## src/rtl/fsm_pkg.sv

```systemverilog
// fsm_pkg: shared types and helpers for the table-driven Mealy controller.
//   entry_t        : one table entry {next state, output}
//   DEFAULT_ENTRY  : entry every slot resets to, and the lookup result for
//                    any state that does not exist
//   addr_compose() : builds the table address {state, symbol}
//   entry_legal()  : tells whether a config write may land in the table
// The entry field widths live here so that the top, the table and any
// software model agree on one layout. The top's STATE_W and OUT_W
// parameters default to these widths and must stay equal to them; change
// the widths here to retarget the slice.
package fsm_pkg;

  localparam int unsigned FSM_STATE_W = 3;
  localparam int unsigned FSM_OUT_W   = 1;

  typedef struct packed {
    logic [FSM_STATE_W-1:0] next;
    logic [FSM_OUT_W-1:0]   out;
  } entry_t;

  localparam entry_t DEFAULT_ENTRY = '{next: '0, out: '0};

  function automatic int unsigned addr_compose(input int unsigned st,
                                               input int unsigned sym,
                                               input int unsigned in_w);
    return (st << in_w) | sym;
  endfunction

  // A write is accepted only if both the addressed state and the stored
  // next state are inside 0..num_states-1.
  function automatic logic entry_legal(input int unsigned st,
                                       input int unsigned nxt,
                                       input int unsigned num_states);
    return (st < num_states) && (nxt < num_states);
  endfunction

endpackage

```

## src/rtl/mealy_table.sv

```systemverilog
// mealy_table: flop-based transition/output table.
//   clk, rst   : clock, asynchronous active-low reset (all entries cleared)
//   we         : write strobe (already qualified by the caller)
//   wr_addr    : write address {state, symbol}
//   wr_data    : entry to store
//   rd_addr    : lookup address {state, symbol}
//   rd_data    : combinational lookup result; addresses past DEPTH read
//                DEFAULT_ENTRY
// A write lands on the clock edge, so a same-cycle read sees the old entry.
module mealy_table
  import fsm_pkg::*;
#(
  parameter int unsigned ADDR_W = 5,
  parameter int unsigned DEPTH  = 20
) (
  input  logic              clk,
  input  logic              rst,
  input  logic              we,
  input  logic [ADDR_W-1:0] wr_addr,
  input  entry_t            wr_data,
  input  logic [ADDR_W-1:0] rd_addr,
  output entry_t            rd_data
);

  entry_t r_mem [DEPTH];

  always_ff @(posedge clk or negedge rst) begin
    if (!rst) begin
      for (int i = 0; i < int'(DEPTH); i++) r_mem[i] <= DEFAULT_ENTRY;
    end else begin
      for (int i = 0; i < int'(DEPTH); i++) begin
        if (we && (wr_addr == ADDR_W'(i))) r_mem[i] <= wr_data;
      end
    end
  end

  always_comb begin
    rd_data = DEFAULT_ENTRY;
    for (int i = 0; i < int'(DEPTH); i++) begin
      if (rd_addr == ADDR_W'(i)) rd_data = r_mem[i];
    end
  end

endmodule

```

## src/rtl/prog_mealy_fsm.sv

```systemverilog
// prog_mealy_fsm: run-time programmable Mealy state machine.
//   clk, rst   : clock, asynchronous active-low reset
//   en         : advance enable (0 holds state and registered output)
//   data_in    : input symbol
//   data_out   : Mealy output (combinational, or registered when REG_OUT=1)
//   state      : current state
//   cfg_we     : table write strobe
//   cfg_addr   : entry address {state, symbol}
//   cfg_next   : next-state field to write
//   cfg_out    : output field to write
//   cfg_err    : sticky flag, set by a rejected write
//   clr        : synchronous clear of cfg_err and trans_cnt
//   trans_cnt  : saturating count of state changes
// The state machine has no fixed states of its own: the table defines them.
module prog_mealy_fsm
  import fsm_pkg::*;
#(
  parameter int unsigned NUM_STATES = 5,
  parameter int unsigned STATE_W    = FSM_STATE_W,
  parameter int unsigned IN_W       = 2,
  parameter int unsigned OUT_W      = FSM_OUT_W,
  parameter int unsigned REG_OUT    = 0,
  parameter int unsigned CNT_W      = 8
) (
  input  logic                    clk,
  input  logic                    rst,
  input  logic                    en,
  input  logic [IN_W-1:0]         data_in,
  output logic [OUT_W-1:0]        data_out,
  output logic [STATE_W-1:0]      state,
  input  logic                    cfg_we,
  input  logic [STATE_W+IN_W-1:0] cfg_addr,
  input  logic [STATE_W-1:0]      cfg_next,
  input  logic [OUT_W-1:0]        cfg_out,
  output logic                    cfg_err,
  input  logic                    clr,
  output logic [CNT_W-1:0]        trans_cnt
);

  localparam int unsigned ADDR_W = STATE_W + IN_W;
  localparam int unsigned DEPTH  = NUM_STATES << IN_W;

  logic [STATE_W-1:0] r_state;
  logic [CNT_W-1:0]   r_cnt;
  logic               r_err;

  logic [ADDR_W-1:0]  w_rd_addr;
  entry_t             w_rd_entry;
  entry_t             w_wr_data;
  entry_t             w_entry;
  logic               w_legal;
  logic               w_wr_ok;
  logic               w_bad_wr;
  logic [STATE_W-1:0] w_next;
  logic [OUT_W-1:0]   w_out;

  assign w_rd_addr = ADDR_W'(addr_compose(32'(r_state), 32'(data_in), IN_W));

  assign w_legal  = entry_legal(32'(cfg_addr[ADDR_W-1:IN_W]), 32'(cfg_next),
                                NUM_STATES);
  assign w_wr_ok  = cfg_we && w_legal;
  assign w_bad_wr = cfg_we && !w_legal;
  assign w_wr_data = '{next: FSM_STATE_W'(cfg_next), out: FSM_OUT_W'(cfg_out)};

  mealy_table #(
    .ADDR_W(ADDR_W),
    .DEPTH (DEPTH)
  ) u_table (
    .clk    (clk),
    .rst    (rst),
    .we     (w_wr_ok),
    .wr_addr(cfg_addr),
    .wr_data(w_wr_data),
    .rd_addr(w_rd_addr),
    .rd_data(w_rd_entry)
  );

  // Writes can never create an illegal state, but an out-of-range state
  // still falls back to {next=0, out=0} so the machine always recovers.
  always_comb begin
    w_entry = DEFAULT_ENTRY;
    if (32'(r_state) < NUM_STATES) w_entry = w_rd_entry;
  end

  assign w_next = STATE_W'(w_entry.next);
  assign w_out  = OUT_W'(w_entry.out);

  // clr wins over a same-cycle increment or error.
  always_ff @(posedge clk or negedge rst) begin
    if (!rst) begin
      r_state <= '0;
      r_cnt   <= '0;
      r_err   <= 1'b0;
    end else begin
      if (en) r_state <= w_next;
      if (clr) begin
        r_cnt <= '0;
        r_err <= 1'b0;
      end else begin
        if (en && (w_next != r_state) && (r_cnt != '1)) r_cnt <= r_cnt + CNT_W'(1);
        if (w_bad_wr) r_err <= 1'b1;
      end
    end
  end

  generate
    if (REG_OUT != 0) begin : g_reg_out
      logic [OUT_W-1:0] r_data_out;
      always_ff @(posedge clk or negedge rst) begin
        if (!rst)    r_data_out <= '0;
        else if (en) r_data_out <= w_out;
      end
      assign data_out = r_data_out;
    end else begin : g_comb_out
      assign data_out = w_out;
    end
  endgenerate

  assign state     = r_state;
  assign cfg_err   = r_err;
  assign trans_cnt = r_cnt;

endmodule

```

## config.mk

```make
export PLATFORM = sky130hd
export DESIGN_NAME = prog_mealy_fsm
export DESIGN_NICKNAME = d
export VERILOG_FILES = /design/src/rtl/fsm_pkg.sv /design/src/rtl/mealy_table.sv /design/src/rtl/prog_mealy_fsm.sv
export SDC_FILE = /design/constraint.sdc
export NUM_CORES = 1
export LEC_CHECK = 0
export CELL_PAD_IN_SITES_DETAIL_PLACEMENT = 0
export CELL_PAD_IN_SITES_GLOBAL_PLACEMENT = 1
export CORE_MARGIN = 8
export CORE_UTILIZATION = 48
export CTS_CLUSTER_DIAMETER = 150
export CTS_CLUSTER_SIZE = 25
export DETAILED_ROUTE_END_ITERATION = 8
export GPL_ROUTABILITY_DRIVEN = 1
export PLACE_DENSITY_LB_ADDON = 0.1
export SLEW_MARGIN = 15
export SYNTH_ARGS = -nofsm -noshare
export SYNTH_HDL_FRONTEND = slang
export SYNTH_HIERARCHICAL = 1
export SYNTH_SLANG_ARGS = --single-unit
```

## constraint.sdc

```tcl
create_clock -name clk -period 3.55 [get_ports clk]
set_input_delay 0.355 -clock clk [delete_from_list [all_inputs] [get_ports clk]]
set_output_delay 0.355 -clock clk [all_outputs]
set_load 0.005 [all_outputs]
```

After elaboration in Yosys (flattened, before gate mapping). Index checks and enable logic that the tools add are counted.

Output and inout bits: 13. Input port bits: 16. Logic and storage cells: 143. Register bits after elaboration: 92.

Reductions and logical operators: 30. Bitwise operators: 1. Mux-type cells: 25. Order comparisons: 3. Add/sub/neg operators: 1. Eq/ne operators: 40.

Operators with widths (count): 4-bit 2-to-1 mux (21); 5-bit by 4-bit == test with 1-bit output, second input constant (16); 5-bit by 3-bit == test with 1-bit output, second input constant (8); 5-bit == test, second input constant (8); 1-bit logical AND (25); 5-bit by 2-bit == test with 1-bit output, second input constant (4); 8-bit 2-to-1 mux (2); 5-bit by 1-bit == test with 1-bit output, second input constant (2); 5-bit logical NOT (2); 3-bit less-than comparator, second input constant (3); 8-bit by 1-bit adder with 8-bit output, second input constant (1); 8-bit != test, second input constant (1); 5-bit by 2-bit OR with 5-bit output (1); 2-bit nonzero test (2); 3-bit != test (1); 1-bit 2-to-1 mux (2); 1-bit logical NOT (1).

Depth between registers and ports, before layout.
Depth in word-level cells: 28. Gate-level depth with buffers: 12. Depth with buffers taken out: 10.

Cells and area by module. The synthesis kept the hierarchy.

By module, submodules not included: mealy_table (cells an instance 354, area an instance 4154.0 um2, sequential area each 2001.9 um2, times used 1); prog_mealy_fsm (cells an instance 70, area an instance 694.4 um2, sequential area each 300.3 um2, times used 1).

Worst setup path after synthesis. Ideal clock, no wire load.

Path kind: reg-to-reg. Start: register r_state[1] (netlist: state[1]). End: register r_cnt[5] (netlist: trans_cnt[5]). Data arrival time: 2896 ps. Period minus slack after synthesis: 3024 ps. Cell stages (with the launch flop): 11. Path slack: 526 ps. Setup time: 127 ps. Buffers on the path: 1. Required time: 3423 ps. Path through: dfrtp_1 buf_2 nor4b_1 nand2_1 o221a_2 o211ai_1 or4b_4 o31ai_4 nor3_4 nand4_1 mux2_1.

RTL lines: from (decl) (line prog_mealy_fsm.sv:43) `logic [STATE_W-1:0] r_state;`; from (signal assigned) (line prog_mealy_fsm.sv:95) `if (en) r_state <= w_next;`; to (signal assigned) (line prog_mealy_fsm.sv:100) `if (en && (w_next != r_state) && (r_cnt != '1)) r_cnt <= r_cnt + CNT_W'(1);`; to (decl) (line prog_mealy_fsm.sv:44) `logic [CNT_W-1:0] r_cnt;`.

==> run_summary.xml <==
<?xml version="1.0" encoding="UTF-8"?>
<metrics>
  <group name="sta">
    <metric name="rsz0062_at_grt" unit="">false</metric>
    <metric name="number_of_hold_violations_in_the_final_report" unit="">0</metric>
    <metric name="fin_hold_ws" unit="ps">509</metric>
    <metric name="clock.fmax" unit="MHz">303</metric>
    <metric name="share_of_the_clock_period_used_by_the_worst_path" unit="">0.929</metric>
    <metric name="worst-slew-pin-transition" unit="ps">928</metric>
    <metric name="relative_slew_slack" unit="">0.379</metric>
    <metric name="final.min_clock_period" unit="ps">3300</metric>
    <metric name="finalSetupTns" unit="ps">0</metric>
    <metric name="timing.final.max_slew_violations" unit="">0</metric>
    <metric name="fin_worst_skew" unit="ps">11.0</metric>
    <metric name="count_of_final_setup_violators" unit="">0</metric>
  </group>
  <group name="logic_synthesis">
    <metric name="adder_and_majority_cell_fraction_of_the_synthesized_area" unit="">0.00258</metric>
    <metric name="synth_mux_area_frac" unit="">0.241</metric>
    <metric name="synth_top_flop_cell" unit="">dfrtp_1</metric>
    <metric name="avgSynthCellArea" unit="sq um">11.4</metric>
    <metric name="fraction_of_registers_with_async_set_reset" unit="">1.00</metric>
    <metric name="number_of_standard_cells_after_synthesis" unit="">424</metric>
    <metric name="synth_enable_flop_cells" unit="">0</metric>
    <metric name="synth-xor-area-share" unit="">0.00723</metric>
    <metric name="area_fraction_in_compound_gates_after_synthesis" unit="">0.0950</metric>
    <metric name="yosysWarnings" unit="">6</metric>
    <metric name="yosys.area_share.simple" unit="">0.146</metric>
    <metric name="synthesis.nets" unit="">441</metric>
    <metric name="synth_cell_types" unit="">61</metric>
    <metric name="syn-cell-area" unit="sq um">4850</metric>
    <metric name="synth_sequential_area_ratio" unit="">0.475</metric>
    <metric name="synth_seq_cells" unit="">92</metric>
    <metric name="synth_top_family_by_area" unit="">multiplexers</metric>
  </group>
  <group name="grt">
    <metric name="grt_pass1_wl" unit="um">19400</metric>
    <metric name="antenna_found_initial" unit="">0</metric>
    <metric name="gr-total-overflow" unit="">0</metric>
    <metric name="first_global_vias" unit="">3573</metric>
    <metric name="grtUsageTotal" unit="">0.189</metric>
    <metric name="maximum_number_of_pins_on_one_net_before_global_route_repair" unit="">43</metric>
  </group>
  <group name="die">
    <metric name="die_h" unit="um">117</metric>
    <metric name="initial_utilization" unit="">0.496</metric>
    <metric name="die_x" unit="um">117</metric>
    <metric name="num_ports" unit="">29</metric>
    <metric name="num_rows" unit="">36</metric>
    <metric name="floorplan.die_area" unit="sq um">13600</metric>
    <metric name="fp.coreArea" unit="sq um">9770</metric>
  </group>
  <group name="cts">
    <metric name="cts-htree-levels" unit="">3</metric>
    <metric name="tritoncts" unit="">built</metric>
    <metric name="clkSinkCount" unit="">92</metric>
    <metric name="ctsRootBufferMaster" unit="">clkbuf_8</metric>
    <metric name="clk_path_buf_depth" unit="">2</metric>
    <metric name="worst_path_clk_slew" unit="ps">90</metric>
    <metric name="numCtsBuffers" unit="">9</metric>
    <metric name="clkLatencyLatePin" unit="ps">370</metric>
  </group>
  <group name="placed_design">
    <metric name="detailedPlacementHpwl" unit="um">8620</metric>
    <metric name="buffer_ports.inserted" unit="">28</metric>
    <metric name="gp_congestion" unit="">0.859</metric>
  </group>
  <group name="detailed_routing">
    <metric name="drcViolationCount" unit="">0</metric>
    <metric name="detail_route.first_pass.iterations" unit="">4</metric>
    <metric name="vias_per_cell" unit="">5.78</metric>
    <metric name="route.antenna.remaining_nets" unit="">0</metric>
    <metric name="num_vias" unit="">3482</metric>
    <metric name="drtIter0Drc" unit="">215</metric>
    <metric name="postRouteWirelength" unit="um">12000</metric>
    <metric name="dr_wl_cell" unit="um">19.9</metric>
  </group>
  <group name="critical_path">
    <metric name="critPathArrivalTime" unit="ps">2940</metric>
    <metric name="crit_path_max_incr_delay" unit="ps">580</metric>
    <metric name="crit_required" unit="ps">3190</metric>
    <metric name="critical_path.top_delay_family" unit="">buffers and inverters</metric>
    <metric name="timing.critical_path.to_type" unit="">output pin</metric>
    <metric name="critPathKind" unit="">in -&gt; out</metric>
    <metric name="reg2reg_slack" unit="ps">300</metric>
    <metric name="cp_max_fo" unit="">20</metric>
    <metric name="crit_chain" unit="">clkdlybuf4s50_1 &gt; buf_12 &gt; buf_12 &gt; mux4_1 &gt; nor2b_1 &gt; a31oi_1 &gt; o31a_1 &gt; o211ai_1 &gt; and2_1 &gt; clkdlybuf4s50_1</metric>
    <metric name="critical_path.n_buffers_inverters" unit="">4</metric>
    <metric name="worst_setup_path_start_kind" unit="">input port</metric>
    <metric name="critPathSlowestCell" unit="">mux4_1</metric>
  </group>
  <group name="flow_run">
    <metric name="maxCapViolCount" unit="">0</metric>
  </group>
  <group name="layout">
    <metric name="area_delta_synth_final" unit="%">15.6</metric>
    <metric name="n_antenna_cell" unit="">0</metric>
    <metric name="most_frequent_cells_in_the_layout" unit="">dfrtp_1, mux2_2, nand2_1</metric>
    <metric name="mostFrequentLayoutCell" unit="">dfrtp_1</metric>
    <metric name="proportion_of_layout_cells_with_a_drive_suffix_above_1" unit="">0.309</metric>
    <metric name="fin_nets" unit="">481</metric>
  </group>
  <group name="outcome">
    <metric name="run_status" unit="">completed</metric>
  </group>
  <group name="pwr">
    <metric name="cellPowerDensity" unit="nW/um^2">473</metric>
    <metric name="cellLeakagePower" unit="uW">0.00254</metric>
    <metric name="worst_ir_drop_vdd" unit="uV">236</metric>
  </group>
  <group name="worst_hold_path">
    <metric name="hold_path.class" unit="">in -&gt; async</metric>
  </group>
</metrics>
==> path summary, 6_finish.rpt <==
check / startpoint / endpoint / cells past startpoint
max: data_in[0] / data_out / 10
min: rst / u_table/r_mem[28] / 2
min reg2reg: u_table/r_mem[58] / u_table/r_mem[58] / 1
min in group clk: u_table/r_mem[58] / u_table/r_mem[58] / 1
max reg2reg: state[1] / trans_cnt[5] / 10
max in group asynchronous: rst / u_table/r_mem[33] / 3
==> power breakdown <==
part / leakage (uW) / switching (uW) / internal, uW
combinational: 0.00121 / 348 / 359
sequential: 0.00123 / 99.8 / 1180
clock: 0.0000886 / 403 / 266
total: 0.00254 / 852 / 1800
==> layout make-up <==
type	instances	area [sq um]
Fill cell	880	4170
Clock buffer	9	124
Inverter	7	26.3
Timing Repair Buffer	58	543
Sequential cell	92	2300
Tap cell	133	166
Clock inverter	7	57.6
Multi-Input combinational cell	296	2380
==> kinds of logic after synthesis <==
| family | Yosys count |
|---|---|
| simple gates | 125 |
| compound gates | 67 |
| buf+inv | 36 |
| xor+xnor | 4 |
| mux | 99 |
| fa+ha+maj | 1 |
| flops | 92 |
==> through the flow <==
stage / area, sq um / util / setup WS (ps) / total power [uW] / std cells
6_report: 5600 / 0.573 / 254 / 2650 / 602
2_1_floorplan: 4850 / - / 526 / 1710 / 424
3_5_place_dp: 5410 / 0.554 / 63.1 / 2000 / 585
3_3_place_gp: 5410 / 0.554 / 107 / 1990 / 585
4_1_cts: 5600 / 0.573 / 250 / 2670 / 602
5_1_grt: 5600 / 0.573 / 115 / 2790 / 602
==> synthesized netlist by cell type (4+ instances only) <==
library cell | count | area share
nor2_1 | 21 | 0.016
nand2b_1 | 6 | 0.0077
and3_1 | 7 | 0.0090
mux4_2 | 4 | 0.019
inv_1 | 6 | 0.0046
clkbuf_1 | 14 | 0.011
buf_2 | 12 | 0.012
a21oi_1 | 14 | 0.014
nor2b_1 | 13 | 0.017
a32oi_1 | 6 | 0.011
mux2i_1 | 6 | 0.012
nor3_1 | 6 | 0.0062
nand3b_1 | 4 | 0.0062
o21ai_0 | 19 | 0.020
nand4_1 | 4 | 0.0052
nand2_1 | 32 | 0.025
dfrtp_1 | 92 | 0.47
mux2_2 | 85 | 0.20
nand3_1 | 8 | 0.0083
o211ai_1 | 5 | 0.0077
==> routing by layer <==
metal,routed length (um),GRT usage,up-vias
met3,538,0.0424,15
met2,5400,0.285,59
met5,0,0,-
met1,5880,0.259,1780
li1,-,-,1628
met4,180,0.0683,0
==> what timing repair did <==
item / CTS / global route
hold buffers: 1 / 0
endpoints found under the hold margin: 40 / 0
gates resized for setup: 0 / 0
buffers inserted: 0 / 0
==> registers in the layout, summed over array words and instances (netlist names) <==
| signal | cells |
|---|---|
| u_table/r_mem | 80 |
| trans_cnt | 8 |
| state | 3 |
| cfg_err | 1 |
==> worst register-to-register path, stage by stage, from the launching register on <==
cell and delay, ps:
dfrtp_1 520, or3b_1 540, a2bb2oi_1 180, o22ai_1 240, a21oi_1 110, o31ai_2 480
xor2_1 160, nor4_2 380, nor3_4 110, nand4_1 120, mux2_1 310
No activity file was read; power rests on OpenSTA's default activity.
